## config.mk

```make
export PLATFORM = sky130hd
export DESIGN_NAME = prod_accumulator_flat
export DESIGN_NICKNAME = d
export VERILOG_FILES = /design/src/rtl/prod_acc_pkg.sv /design/src/rtl/prod_accumulator_if.sv /design/src/rtl/acc_adder.sv /design/src/rtl/prod_accumulator.sv /design/src/flat_wrapper.sv
export SDC_FILE = /design/constraint.sdc
export NUM_CORES = 1
export LEC_CHECK = 0
export BUFFER_PORTS_ARGS = -buffer_cell sky130_fd_sc_hd__buf_4
export CAP_MARGIN = 10
export CORE_MARGIN = 4
export CORE_UTILIZATION = 51
export CTS_CLUSTER_DIAMETER = 50
export DETAILED_ROUTE_END_ITERATION = 12
export PLACE_DENSITY = 0.81
export SLEW_MARGIN = 5
export SYNTH_ARGS = -nofsm -noshare
export SYNTH_HDL_FRONTEND = slang
export SYNTH_SLANG_ARGS = --single-unit
export TNS_END_PERCENT = 1
```

## constraint.sdc

```tcl
create_clock -name clk -period 2.2 [get_ports clk]
set_input_delay 0.44 -clock clk [delete_from_list [all_inputs] [get_ports clk]]
set_output_delay 0.44 -clock clk [all_outputs]
set_load 0.01 [all_outputs]
```

## src/rtl/prod_acc_pkg.sv

```systemverilog
// Shared types and widths for the product accumulator stage.
package prod_acc_pkg;

    localparam int unsigned PROD_W = 8;
    localparam int unsigned BYTE_W = 8;

    typedef enum logic [1:0] {
        ACC,
        RD_LO,
        RD_HI
    } acc_state_e;

endpackage

```

## src/rtl/prod_accumulator_if.sv

```systemverilog
// Product input handshake, clear, and two-byte readout bus of prod_accumulator.
interface prod_accumulator_if
    import prod_acc_pkg::*;
#(
    parameter int unsigned CNT_W = 8
) ();

    logic [PROD_W-1:0] prod_in;
    logic              prod_valid;
    logic              prod_ready;
    logic              acc_clear;
    logic              rd_req;
    logic [BYTE_W-1:0] rd_data;
    logic              rd_valid;
    logic [CNT_W-1:0]  acc_count;
    logic              ovf;

    modport master (
        output prod_in, prod_valid, acc_clear, rd_req,
        input  prod_ready, rd_data, rd_valid, acc_count, ovf
    );

    modport slave (
        input  prod_in, prod_valid, acc_clear, rd_req,
        output prod_ready, rd_data, rd_valid, acc_count, ovf
    );

endinterface

```

## src/rtl/acc_adder.sv

```systemverilog
// Accumulator plus zero-extended product, with carry-out.
// PROD_ACC_SAT_EN: clamp the sum to all-ones when the addition carries out.
module acc_adder
    import prod_acc_pkg::*;
#(
    parameter int unsigned ACC_W = 16
) (
    input  logic [ACC_W-1:0]  acc,
    input  logic [PROD_W-1:0] prod,
    output logic [ACC_W-1:0]  sum,
    output logic              carry
);

    logic [ACC_W:0] full;

    always_comb begin
        full  = {1'b0, acc} + {{(ACC_W + 1 - PROD_W){1'b0}}, prod};
        carry = full[ACC_W];
`ifdef PROD_ACC_SAT_EN
        sum   = carry ? '1 : full[ACC_W-1:0];
`else
        sum   = full[ACC_W-1:0];
`endif
    end

endmodule

```

## src/rtl/prod_accumulator.sv

```systemverilog
// Running accumulator of multiplier products with sample counter and two-byte readout.
// Overflow behaviour selected by PROD_ACC_SAT_EN (defined: saturate, else wrap).
module prod_accumulator
    import prod_acc_pkg::*;
#(
    parameter int unsigned ACC_W = 16,
    parameter int unsigned CNT_W = 8
) (
    input  logic               clk,
    input  logic               rst,
    prod_accumulator_if.slave  bus
);

    acc_state_e        state_q, state_d;
    logic [ACC_W-1:0]  acc_q, acc_d;
    logic [ACC_W-1:0]  snap_q, snap_d;
    logic [CNT_W-1:0]  cnt_q, cnt_d;
    logic              ovf_q, ovf_d;
    logic              rd_valid_q, rd_valid_d;
    logic [BYTE_W-1:0] rd_data_q, rd_data_d;

    logic              accept;
    logic [ACC_W-1:0]  acc_base;
    logic [CNT_W-1:0]  cnt_base;
    logic [ACC_W-1:0]  sum;
    logic              carry;

    assign accept   = bus.prod_valid && (state_q == ACC);
    // Clear zeroes the adder operand so clear+accept lands exactly on the product.
    assign acc_base = bus.acc_clear ? '0 : acc_q;
    assign cnt_base = bus.acc_clear ? '0 : cnt_q;

    acc_adder #(
        .ACC_W (ACC_W)
    ) u_acc_adder (
        .acc   (acc_base),
        .prod  (bus.prod_in),
        .sum   (sum),
        .carry (carry)
    );

    always_comb begin
        acc_d   = accept ? sum : acc_base;
        cnt_d   = cnt_base;
        if (accept && (cnt_base != '1)) begin
            cnt_d = cnt_base + CNT_W'(1);
        end
        ovf_d   = (ovf_q && !bus.acc_clear) || (accept && carry);

        state_d = state_q;
        snap_d  = snap_q;
        case (state_q)
            ACC: begin
                if (bus.rd_req) begin
                    snap_d  = acc_d;
                    state_d = RD_LO;
                end
            end
            RD_LO:   state_d = RD_HI;
            RD_HI:   state_d = ACC;
            default: state_d = ACC;
        endcase

        rd_valid_d = (state_d != ACC);
        rd_data_d  = '0;
        if (state_d == RD_LO) begin
            rd_data_d = snap_d[BYTE_W-1:0];
        end else if (state_d == RD_HI) begin
            rd_data_d = BYTE_W'(snap_d >> BYTE_W);
        end
    end

    always_ff @(posedge clk or posedge rst) begin
        if (rst) begin
            state_q    <= ACC;
            acc_q      <= '0;
            snap_q     <= '0;
            cnt_q      <= '0;
            ovf_q      <= 1'b0;
            rd_valid_q <= 1'b0;
            rd_data_q  <= '0;
        end else begin
            state_q    <= state_d;
            acc_q      <= acc_d;
            snap_q     <= snap_d;
            cnt_q      <= cnt_d;
            ovf_q      <= ovf_d;
            rd_valid_q <= rd_valid_d;
            rd_data_q  <= rd_data_d;
        end
    end

    assign bus.prod_ready = (state_q == ACC);
    assign bus.rd_valid   = rd_valid_q;
    assign bus.rd_data    = rd_data_q;
    assign bus.acc_count  = cnt_q;
    assign bus.ovf        = ovf_q;

endmodule
```

## src/flat_wrapper.sv

```systemverilog
// flat-port wrapper written by rule: the top's interface ports become plain ports
module prod_accumulator_flat import prod_acc_pkg::*;
#(
    parameter int unsigned ACC_W = 16,
    parameter int unsigned CNT_W = 8
)
  (clk, rst, bus_prod_in, bus_prod_valid, bus_acc_clear, bus_rd_req, bus_prod_ready, bus_rd_data, bus_rd_valid, bus_acc_count, bus_ovf);
  prod_accumulator_if #(.CNT_W(CNT_W)) bus_i ();
  input  logic clk;
  input  logic rst;
  input wire logic [$bits(bus_i.prod_in)-1:0] bus_prod_in;
  input wire logic [$bits(bus_i.prod_valid)-1:0] bus_prod_valid;
  input wire logic [$bits(bus_i.acc_clear)-1:0] bus_acc_clear;
  input wire logic [$bits(bus_i.rd_req)-1:0] bus_rd_req;
  output wire logic [$bits(bus_i.prod_ready)-1:0] bus_prod_ready;
  output wire logic [$bits(bus_i.rd_data)-1:0] bus_rd_data;
  output wire logic [$bits(bus_i.rd_valid)-1:0] bus_rd_valid;
  output wire logic [$bits(bus_i.acc_count)-1:0] bus_acc_count;
  output wire logic [$bits(bus_i.ovf)-1:0] bus_ovf;
  assign bus_i.prod_in = bus_prod_in;
  assign bus_i.prod_valid = bus_prod_valid;
  assign bus_i.acc_clear = bus_acc_clear;
  assign bus_i.rd_req = bus_rd_req;
  assign bus_prod_ready = bus_i.prod_ready;
  assign bus_rd_data = bus_i.rd_data;
  assign bus_rd_valid = bus_i.rd_valid;
  assign bus_acc_count = bus_i.acc_count;
  assign bus_ovf = bus_i.ovf;
  prod_accumulator #(.ACC_W(ACC_W), .CNT_W(CNT_W)) u_core (.clk(clk), .rst(rst), .bus(bus_i));
endmodule
```

==> flow_summary.json, run 1 <==
{
  "required_ns": 2.38,
  "grt_start_max_net_pins": 45,
  "end_kind": "register",
  "ant_nets": 0,
  "nets": 322,
  "yosys.area.top_type": "dfrtp_1",
  "cts-root-buf": "clkbuf_8",
  "synth_xor_area_frac": 0.0640,
  "worst_ep_arrival_time_ns": 2.39,
  "core-area_mm2": 0.00438,
  "setup_viol": 1,
  "antennaDiodeCount": 0,
  "ys_types": 44,
  "vias": 1989,
  "path_class": "register to register",
  "maxCapViolCount": 0,
  "status": "finished with violations",
  "grt_pass1_vias": 1966,
  "p_clk_frac": 0.283,
  "crit_fanout": 2,
  "area_growth_pct": 30.8,
  "synth-compound-area-share": 0.132,
  "slowest_delay_ns": 0.37,
  "drc": 0,
  "num-fill-cells": 354,
  "powerDensity_mw_per_mm2": 689,
  "grt_pass1_wl_um": 9260,
  "drt_wl_total_um": 5690,
  "synth_top_area_frac": 0.473,
  "clkSlewWorstSetupHoldPaths_ns": 0.08,
  "cts_max_path_buffers": 2,
  "worst_setup_path_start_kind": "register",
  "synth.area.top_cells": "dfrtp_1 (47%), nand2_1 (6.5%), nor2b_1 (5.1%), ha_1 (4.8%), xnor2_1 (3.4%)",
  "syn_nets": 258,
  "synth-seq-cells": 44,
  "synthMuxAreaShare": 0.0290,
  "synth_top_family_by_area": "simple AND/OR/NAND/NOR gates",
  "gr-usage-all-layers": 0.219,
  "start_util": 0.531,
  "path_cells": "nor2b_1, buf_4, fa_2, a21o_1, a221oi_4, o21ai_2, nand4_2, xnor2_2, mux2_4",
  "h-tree-depth": 2,
  "synth-warning-count": 0,
  "period_share": 1.01,
  "seqPwrFrac": 0.440,
  "yosysSeqAreaShare": 0.473,
  "slowest_stage": "dfrtp_1",
  "routedWlPerCell_um": 16.2,
  "layout_setup_ws_ns": -0.0156,
  "syn-cell-area_mm2": 0.00233,
  "cts_tree": "built",
  "synth-adder-area-share": 0.0570,
  "internal_power_mw": 1.50,
  "p_total_mw": 2.10,
  "slew_headroom": 0.448,
  "comb_power_share": 0.277,
  "min_period_ns": 2.22,
  "rsz0062_at_grt": "true",
  "antenna_found_initial": 0,
  "max_freq_mhz": 451,
  "pre_cts_slack_ns": -0.265,
  "synth.avg_cell_area_um2": 9.90,
  "hold_path.class": "input port to async pin",
  "clock_latency_ns": 0.29,
  "mostFrequentLayoutCell": "buf_4",
  "dieHeight_um": 75.5,
  "cts.sinks": 44,
  "io_pins": 32,
  "violations": "negative setup slack",
  "hold_violations": 0,
  "r2r_slack_ns": -0.02,
  "swShare": 0.286,
  "post-dp-hpwl_um": 4350,
  "cts_buffers": 5,
  "vdd_drop_max_mv": 0.372,
  "total_leakage_power_nw": 1.48,
  "overflow": 0,
  "synthCells": 235,
  "worst_pin_slew_ns": 0.826,
  "vias_per_cell": 5.65,
  "dieWidth_um": 75.5,
  "drt-initial-drc-count": 107,
  "hold_buffers": 0,
  "drt-pass1-iter-count": 4,
  "synthSimpleGateAreaFrac": 0.221,
  "drive_gt1_frac": 0.320,
  "switchingPower_mw": 0.600,
  "rows": 24,
  "die-area_mm2": 0.00571,
  "final_cell_mix": "buf_4 (66), dfrtp_1 (44), nand2_1 (40)",
  "io_buffers": 31,
  "maxSlewViolCount": 0,
  "fin_skew_ns": 0.00611,
  "gp_congestion": 1.02
}
cells by family after synthesis:
kind of cell | count (synthesis)
mux | 6
xor+xnor | 17
simple gates | 101
fa+ha+maj | 10
buf+inv | 13
compound gates | 44
flops | 44
area by class of cell:
class | count | area (um^2) | share of cell area
multi-input combinational | 178 | 1260 | 0.413
sequential | 44 | 1100 | 0.362
timing repair buffer | 66 | 495 | 0.163
clock buffer | 6 | 72.6 | 0.0239
tap | 52 | 65.1 | 0.0214
clock inverter | 2 | 35.0 | 0.0115
inverter | 4 | 15.0 | 0.00494
state kept, by name, summed over array words and instances (netlist names):
signal,count
u_core.bus.rd_valid,1
u_core.bus.acc_count,8
u_core.acc_q,16
u_core.snap_q,8
u_core.state_q,2
u_core.bus.rd_data,8
u_core.bus.ovf,1
metal layers:
metal / up-vias / track usage / routed length [um]
met5: - / 0 / 0
met4: 0 / 0.0893 / 157
met3: 15 / 0.0343 / 286
met2: 58 / 0.363 / 2810
met1: 968 / 0.285 / 2440
li1: 948 / - / -
power groups by stage:
| stage | sequential, mW | clock (mW) | combinational, mW |
|---|---|---|---|
| floorplan | 0.941 | 0 | 0.325 |
| global placement | 0.933 | 0 | 0.552 |
| detailed placement | 0.938 | 0 | 0.570 |
| CTS | 0.922 | 0.609 | 0.581 |
| global route | 0.929 | 0.643 | 0.638 |
| finish | 0.922 | 0.594 | 0.581 |
path summary, 6_finish.rpt:
path | start | depth (start not counted) | to
setup / recovery | u_core.acc_q[1] | 9 | u_core.snap_q[10]
hold / removal | rst | 3 | u_core.bus.acc_count[0]
setup reg to reg | u_core.acc_q[1] | 9 | u_core.snap_q[10]
hold reg to reg | u_core.snap_q[11] | 2 | u_core.bus.rd_data[3]
max in group asynchronous | rst | 3 | u_core.snap_q[10]
min in group clk | u_core.snap_q[11] | 2 | u_core.bus.rd_data[3]
synth_stat cells, drive strengths merged:
cell / instances
o2111ai: 2
and4: 1
xnor2: 9
nand4: 8
nand2b: 2
fa: 1
nor2: 12
o2bb2ai: 1
a221oi: 1
nand2: 40
a22o: 2
nor2b: 19
a211oi: 1
and2: 2
inv: 4
o32a: 1
xor2: 8
buf: 4
nand3: 7
nand4b: 1
dfrtp: 44
and3: 3
o21ai: 11
o32ai: 1
a21oi: 15
nor3b: 1
a31o: 1
ha: 9
nor4: 1
nor3: 2
o211ai: 1
a31oi: 2
a21o: 5
mux2: 6
or3: 2
clkbuf: 5
per-stage QoR:
step	instances	hold slack (ns)	setup TNS [ns]	util	instance area, um^2
2_1_floorplan	235	0.441	-0.666	-	2390
3_3_place_gp	342	0.453	-1.67	0.658	2890
3_5_place_dp	342	0.466	-3.18	0.658	2890
4_1_cts	351	0.283	-0.0220	0.688	3020
5_1_grt	352	0.332	-0.423	0.694	3040
6_report	352	0.270	-0.0156	0.694	3040
critical path: cells and delay by family (launching register included):
kind / cells / cell delay, ns
muxes: 1 / 0.25
AOI/OAI and AO/OA: 3 / 0.63
and+or+nand+nor: 2 / 0.25
DFF: 1 / 0.37
buffers and inverters: 1 / 0.15
adders and majority gates: 1 / 0.37
xor gates and xnor gates: 1 / 0.09
what timing repair did:
item	CTS	global route
resized for setup	3	3
pin swaps	6	9
gates cloned	0	0
endpoints found under the hold margin	0	0
setup endpoints to repair	8	9
setup buffers	1	1
Power figures use the tool's default switching activity.
==> run 2, diff against run 1 <==
--- a/config.mk
+++ b/config.mk
@@ -5,10 +5,11 @@
 export SDC_FILE = /design/constraint.sdc
 export NUM_CORES = 1
 export LEC_CHECK = 0
+export ABC_AREA = 1
 export BUFFER_PORTS_ARGS = -buffer_cell sky130_fd_sc_hd__buf_4
 export CAP_MARGIN = 10
 export CORE_MARGIN = 4
-export CORE_UTILIZATION = 51
+export CORE_UTILIZATION = 52
 export CTS_CLUSTER_DIAMETER = 50
 export DETAILED_ROUTE_END_ITERATION = 12
 export PLACE_DENSITY = 0.81
==> flow_summary.json, run 2 <==
{
  "stdcell_area_mm2": 0.00302,
  "final_cell_mix": "nand2_1 (122), inv_1 (47), dfrtp_1 (44)",
  "r2r_end": "u_core.acc_q[12]",
  "area_growth_pct": 16.5,
  "largest_reg_flops": 16,
  "reg2reg_from": "u_core.acc_q[0]",
  "io_buffers": 31,
  "rows": 25,
  "synth_ff_type": "dfrtp_1",
  "cts_resized": 0,
  "required_ns": 2.39,
  "drive_gt1_frac": 0.191,
  "worst_ep_arrival_time_ns": 2.21,
  "gp_congestion": 0.936,
  "synth-seq-cells": 44,
  "worst_pin_slew_ns": 0.717,
  "nets": 405,
  "cts_setup_buffers": 0,
  "r2r_slack_ns": 0.19,
  "mostFrequentLayoutCell": "nand2_1",
  "dieWidth_um": 78.6,
  "io_pins": 32,
  "seq_area_mm2": 0.00110,
  "powerDensity_mw_per_mm2": 658,
  "multi_input_area_mm2": 0.00124,
  "max_freq_mhz": 497,
  "fin_skew_ns": 0.00817,
  "swShare": 0.306,
  "crit_fanout": 4,
  "cts-root-buf": "clkbuf_8",
  "async_flop_share": 1.00,
  "ys_top_cells_by_count": "nand2_1 (122), inv_1 (47), dfrtp_1 (44), nand3_1 (32), nor2_1 (24)",
  "maxCapViolCount": 0,
  "start_util": 0.542,
  "post-dp-hpwl_um": 4290,
  "hold_path.class": "input port to async pin",
  "finalSetupTns_ns": 0,
  "clkSlewWorstSetupHoldPaths_ns": 0.09,
  "die-area_mm2": 0.00618,
  "rsz0062_at_grt": "false",
  "comb_power_share": 0.229,
  "drt_wl_total_um": 5740,
  "synth.avg_cell_area_um2": 7.54,
  "drt-initial-drc-count": 94,
  "synth_edf_count": 0,
  "clock_latency_ns": 0.30,
  "cts_buffers": 5,
  "ant_nets": 0,
  "hold_buffers": 0,
  "syn_nets": 367,
  "ys_types": 32,
  "maxSlewViolCount": 0,
  "vdd_drop_max_mv": 0.424,
  "dieHeight_um": 78.6,
  "routedWlPerCell_um": 12.8,
  "switchingPower_mw": 0.608,
  "cts_max_path_buffers": 2,
  "gr-usage-all-layers": 0.202,
  "synth.area.top_cells": "dfrtp_1 (42%), nand2_1 (18%), inv_1 (6.8%), nand3_1 (6.2%), ha_1 (4.3%)",
  "core-area_mm2": 0.00479,
  "total_leakage_power_nw": 1.71,
  "yosysSeqAreaShare": 0.424,
  "num-fill-cells": 457,
  "antennaDiodeCount": 0,
  "finalCoreUtilization": 0.632,
  "period_share": 0.915,
  "pre_cts_slack_ns": 0.0318,
  "min_period_ns": 2.01,
  "synthCells": 344,
  "p_clk_frac": 0.320,
  "grt_pass1_vias": 2115,
  "h-tree-depth": 2,
  "drt-pass1-iter-count": 4,
  "layout_setup_ws_ns": 0.186,
  "slew_headroom": 0.520,
  "setup_viol": 0,
  "hold_violations": 0,
  "overflow": 0,
  "path_class": "register to register",
  "syn-cell-area_mm2": 0.00259,
  "r2r_cells": 13,
  "vias_per_cell": 4.94,
  "status": "finished, final reports clean",
  "vias": 2221,
  "synth-warning-count": 0,
  "postPlaceCellArea_mm2": 0.00291,
  "end_kind": "register",
  "yosysMostFrequentCell": "nand2_1",
  "worst_setup_path_start_kind": "register",
  "drc": 0,
  "yosys.area.top_type": "dfrtp_1",
  "regMostFlops": "u_core.acc_q",
  "seqPwrFrac": 0.451,
  "cts.sinks": 44,
  "synth_top_area_frac": 0.424,
  "whs_ns": 0.271,
  "grt_start_max_net_pins": 45,
  "internal_power_mw": 1.38,
  "cts_tree": "built",
  "antenna_found_initial": 0,
  "grt_pass1_wl_um": 9760
}
[run 2: changes by cell type in the layout (fill, tap and decap cells not counted), sizes merged, moves of 6 or more]
cell   before  now
nand3       7   35
nand2      40  130
buf        66   38
nor2       12   28
inv         3   54
nor2b      19    0
mux2        6    0
a21oi      15    4
[run 2: per-layer routing]
metal	GRT usage	vias up	wire length [um]
li1	-	1131	-
met1	0.259	1031	2500
met2	0.340	47	2860
met3	0.0356	12	296
met4	0.0752	0	92
met5	0	-	0
[run 2: power groups by stage]
stage | Sequential (mW) | Clock (mW) | Combinational, mW
final | 0.896 | 0.636 | 0.456
after global routing | 0.903 | 0.686 | 0.517
after CTS | 0.897 | 0.651 | 0.460
after detailed placement | 0.912 | 0 | 0.457
after global placement | 0.910 | 0 | 0.447
after floorplan | 0.920 | 0 | 0.305
[run 2: worst max path at each step]
| stage | to | from | slack [ns] | cells past startpoint |
|---|---|---|---|---|
| floorplan | u_core.acc_q[12] | bus_acc_clear | 0.04 | 14 |
| global placement | u_core.acc_q[12] | bus_acc_clear | 0.09 | 13 |
| detailed placement | u_core.acc_q[12] | bus_acc_clear | 0.03 | 13 |
| CTS | u_core.acc_q[12] | u_core.acc_q[0] | 0.20 | 13 |
| global route | u_core.acc_q[12] | u_core.acc_q[0] | 0.01 | 13 |
| finish | u_core.acc_q[12] | u_core.acc_q[0] | 0.19 | 13 |
[run 2: per-stage QoR]
step | std cells | total power, mW
final | 450 | 1.99
after global placement | 442 | 1.36
after CTS | 450 | 2.01
after detailed placement | 442 | 1.37
after floorplan | 344 | 1.22
after global routing | 450 | 2.11
[run 2: cell families after synthesis]
group | Yosys count | share of synthesized area
buf+inv | 60 | 0.0984
compound gates | 14 | 0.0347
simple gates | 205 | 0.354
xor+xnor | 11 | 0.0371
fa+ha+maj | 10 | 0.0511
flops | 44 | 0.424
[run 2: cell type report]
cell class | count | share of cell area
Clock buffer | 5 | 0.0228
Clock inverter | 3 | 0.0153
Inverter | 53 | 0.0658
Multi-Input combinational cell | 240 | 0.410
Sequential cell | 44 | 0.364
Tap cell | 67 | 0.0277
Timing Repair Buffer | 38 | 0.0944
[run 2: critical path, cell delays in order, from the launching register on]
cell	delay (ns)
dfrtp_1	0.37
inv_1	0.05
nor2_1	0.05
ha_1	0.21
fa_1	0.41
nand2_1	0.09
nand3_1	0.08
nand3_1	0.07
nand2_1	0.11
nand2_1	0.08
nand2_1	0.09
nand2_1	0.10
nand2_1	0.06
and2_1	0.14
==> run 3, diff against run 2 <==
--- a/config.mk
+++ b/config.mk
@@ -9,10 +9,10 @@
 export BUFFER_PORTS_ARGS = -buffer_cell sky130_fd_sc_hd__buf_4
 export CAP_MARGIN = 10
 export CORE_MARGIN = 4
-export CORE_UTILIZATION = 52
+export CORE_UTILIZATION = 57
 export CTS_CLUSTER_DIAMETER = 50
 export DETAILED_ROUTE_END_ITERATION = 12
-export PLACE_DENSITY = 0.81
+export PLACE_DENSITY = 0.85
 export SLEW_MARGIN = 5
 export SYNTH_ARGS = -nofsm -noshare
 export SYNTH_HDL_FRONTEND = slang
==> constraint.sdc (replaced) <==
create_clock -name clk -period 2.1 [get_ports clk]
set_input_delay 0.42 -clock clk [delete_from_list [all_inputs] [get_ports clk]]
set_output_delay 0.42 -clock clk [all_outputs]
set_load 0.01 [all_outputs]
==> flow_summary.json, run 3 (synthesis results as in run 2) <==
{
  "maxSlewViolCount": 0,
  "vias_per_cell": 5.16,
  "dieHeight_um": 75.5,
  "postPlaceCellArea_mm2": 0.00289,
  "cts_buffers": 5,
  "slowest_stage": "dfrtp_1",
  "routedWlPerCell_um": 13.1,
  "rows": 24,
  "overflow": 0,
  "cts-root-buf": "clkbuf_8",
  "vias": 2240,
  "largest_reg_flops": 16,
  "area_growth_pct": 15.2,
  "worst_ep_arrival_time_ns": 2.16,
  "h-tree-depth": 2,
  "nets": 405,
  "post-dp-hpwl_um": 4340,
  "worst_pin_slew_ns": 0.575,
  "regMostFlops": "u_core.acc_q",
  "stdcell_area_mm2": 0.00299,
  "drt-pass1-iter-count": 4,
  "drc": 0,
  "vdd_drop_max_mv": 0.391,
  "grt_pass1_vias": 2202,
  "end_kind": "register",
  "ant_nets": 0,
  "p_total_mw": 1.98,
  "drt_wl_total_um": 5670,
  "crit_fanout": 4,
  "mostFrequentLayoutCell": "nand2_1",
  "worst_setup_path_start_kind": "register",
  "r2r_cells": 13,
  "clkSlewWorstSetupHoldPaths_ns": 0.08,
  "reg2reg_from": "u_core.acc_q[0]",
  "maxCapViolCount": 0,
  "r2r_slack_ns": 0.13,
  "io_buffers": 31,
  "powerDensity_mw_per_mm2": 664,
  "gr-usage-all-layers": 0.216,
  "worst_path_most_repeated_cell": "nand2_1",
  "grt_pass1_wl_um": 9370,
  "start_util": 0.592,
  "hold_violations": 0,
  "cts_max_path_buffers": 2,
  "path_cells": "inv_1, nor2_1, ha_1, fa_2, nand2_1, nand3_1, nand3_1, nand2_2, nand2_1, nand2_1, nand2_1, nand2_1, and2_1",
  "final_cell_mix": "nand2_1 (121), inv_1 (47), dfrtp_1 (44)",
  "setup_viol": 0,
  "slowest_delay_ns": 0.37,
  "antennaDiodeCount": 0,
  "clock_latency_ns": 0.30,
  "antenna_found_initial": 0,
  "dieWidth_um": 75.5,
  "fin_skew_ns": 0.00897,
  "path_class": "register to register",
  "hold_path.class": "input port to async pin",
  "cp_top_family": "simple AND/OR/NAND/NOR gates",
  "path_buf_inv": 1,
  "min_period_ns": 1.97,
  "slew_headroom": 0.615,
  "cts_tree": "built",
  "grt_start_max_net_pins": 45,
  "status": "finished, final reports clean",
  "gp_congestion": 0.906,
  "r2r_end": "u_core.acc_q[12]",
  "die-area_mm2": 0.00570,
  "total_leakage_power_nw": 1.71,
  "hold_buffers": 0,
  "drt-initial-drc-count": 157,
  "max_freq_mhz": 507,
  "cts.sinks": 44,
  "required_ns": 2.29,
  "core-area_mm2": 0.00438,
  "drive_gt1_frac": 0.194,
  "io_pins": 32,
  "period_share": 0.938
}
run 3: metrics by stage:
stage,TNS (ns),std cells,worst slack [ns],util,hold slack (ns)
after detailed placement,0,427,0.00961,0.660,0.466
after global placement,0,427,0.0488,0.660,0.465
after CTS,0,434,0.159,0.682,0.278
after global routing,-0.0401,434,-0.0297,0.682,0.308
final,0,434,0.129,0.682,0.256
after floorplan,0,344,0.0121,-,0.447
run 3: layout make-up:
class                   instances  area, um^2
fillers                       374        1390
flip-flops and latches         44        1100
repair buffers                 38         285
inverters                      53         199
clock buffers                   7        96.3
multi-input cells             240        1240
well taps                      52        65.1
run 3: worst reg2reg max path, stage by stage, from the launching register on:
cell	delay [ns]
dfrtp_1	0.37
inv_1	0.06
nor2_1	0.05
ha_1	0.21
fa_2	0.35
nand2_1	0.07
nand3_1	0.09
nand3_1	0.10
nand2_2	0.08
nand2_1	0.06
nand2_1	0.10
nand2_1	0.11
nand2_1	0.07
and2_1	0.14
run 3: timing repair:
action,4_1_cts,5_1_grt
resized for setup,0,1
setup buffers,0,0
setup endpoints to repair,0,2
run 3: worst max path at each step:
stage	slack, ns	startpoint	cells past startpoint	end
2_1_floorplan	0.01	bus_acc_clear	14	u_core.acc_q[12]
3_3_place_gp	0.05	bus_acc_clear	14	u_core.snap_q[11]
3_5_place_dp	0.01	bus_acc_clear	13	u_core.acc_q[12]
4_1_cts	0.16	u_core.acc_q[0]	13	u_core.acc_q[12]
5_1_grt	-0.03	u_core.acc_q[0]	14	u_core.snap_q[12]
6_report	0.13	u_core.acc_q[0]	13	u_core.acc_q[12]
run 3: report_power, final:
| part | internal (mW) | total, mW | leakage, nW | switching [mW] |
|---|---|---|---|---|
| Clock | 0.293 | 0.568 | 0.0503 | 0.275 |
| Sequential | 0.913 | 0.938 | 0.597 | 0.0253 |
| Combinational | 0.175 | 0.479 | 1.06 | 0.304 |
run 3: layer usage:
metal / up-vias / global-route usage / wire, um
li1: 1126 / - / -
met1: 1045 / 0.260 / 2420
met2: 61 / 0.384 / 2840
met3: 8 / 0.0409 / 330
met4: 0 / 0.0757 / 80
met5: - / 0 / 0
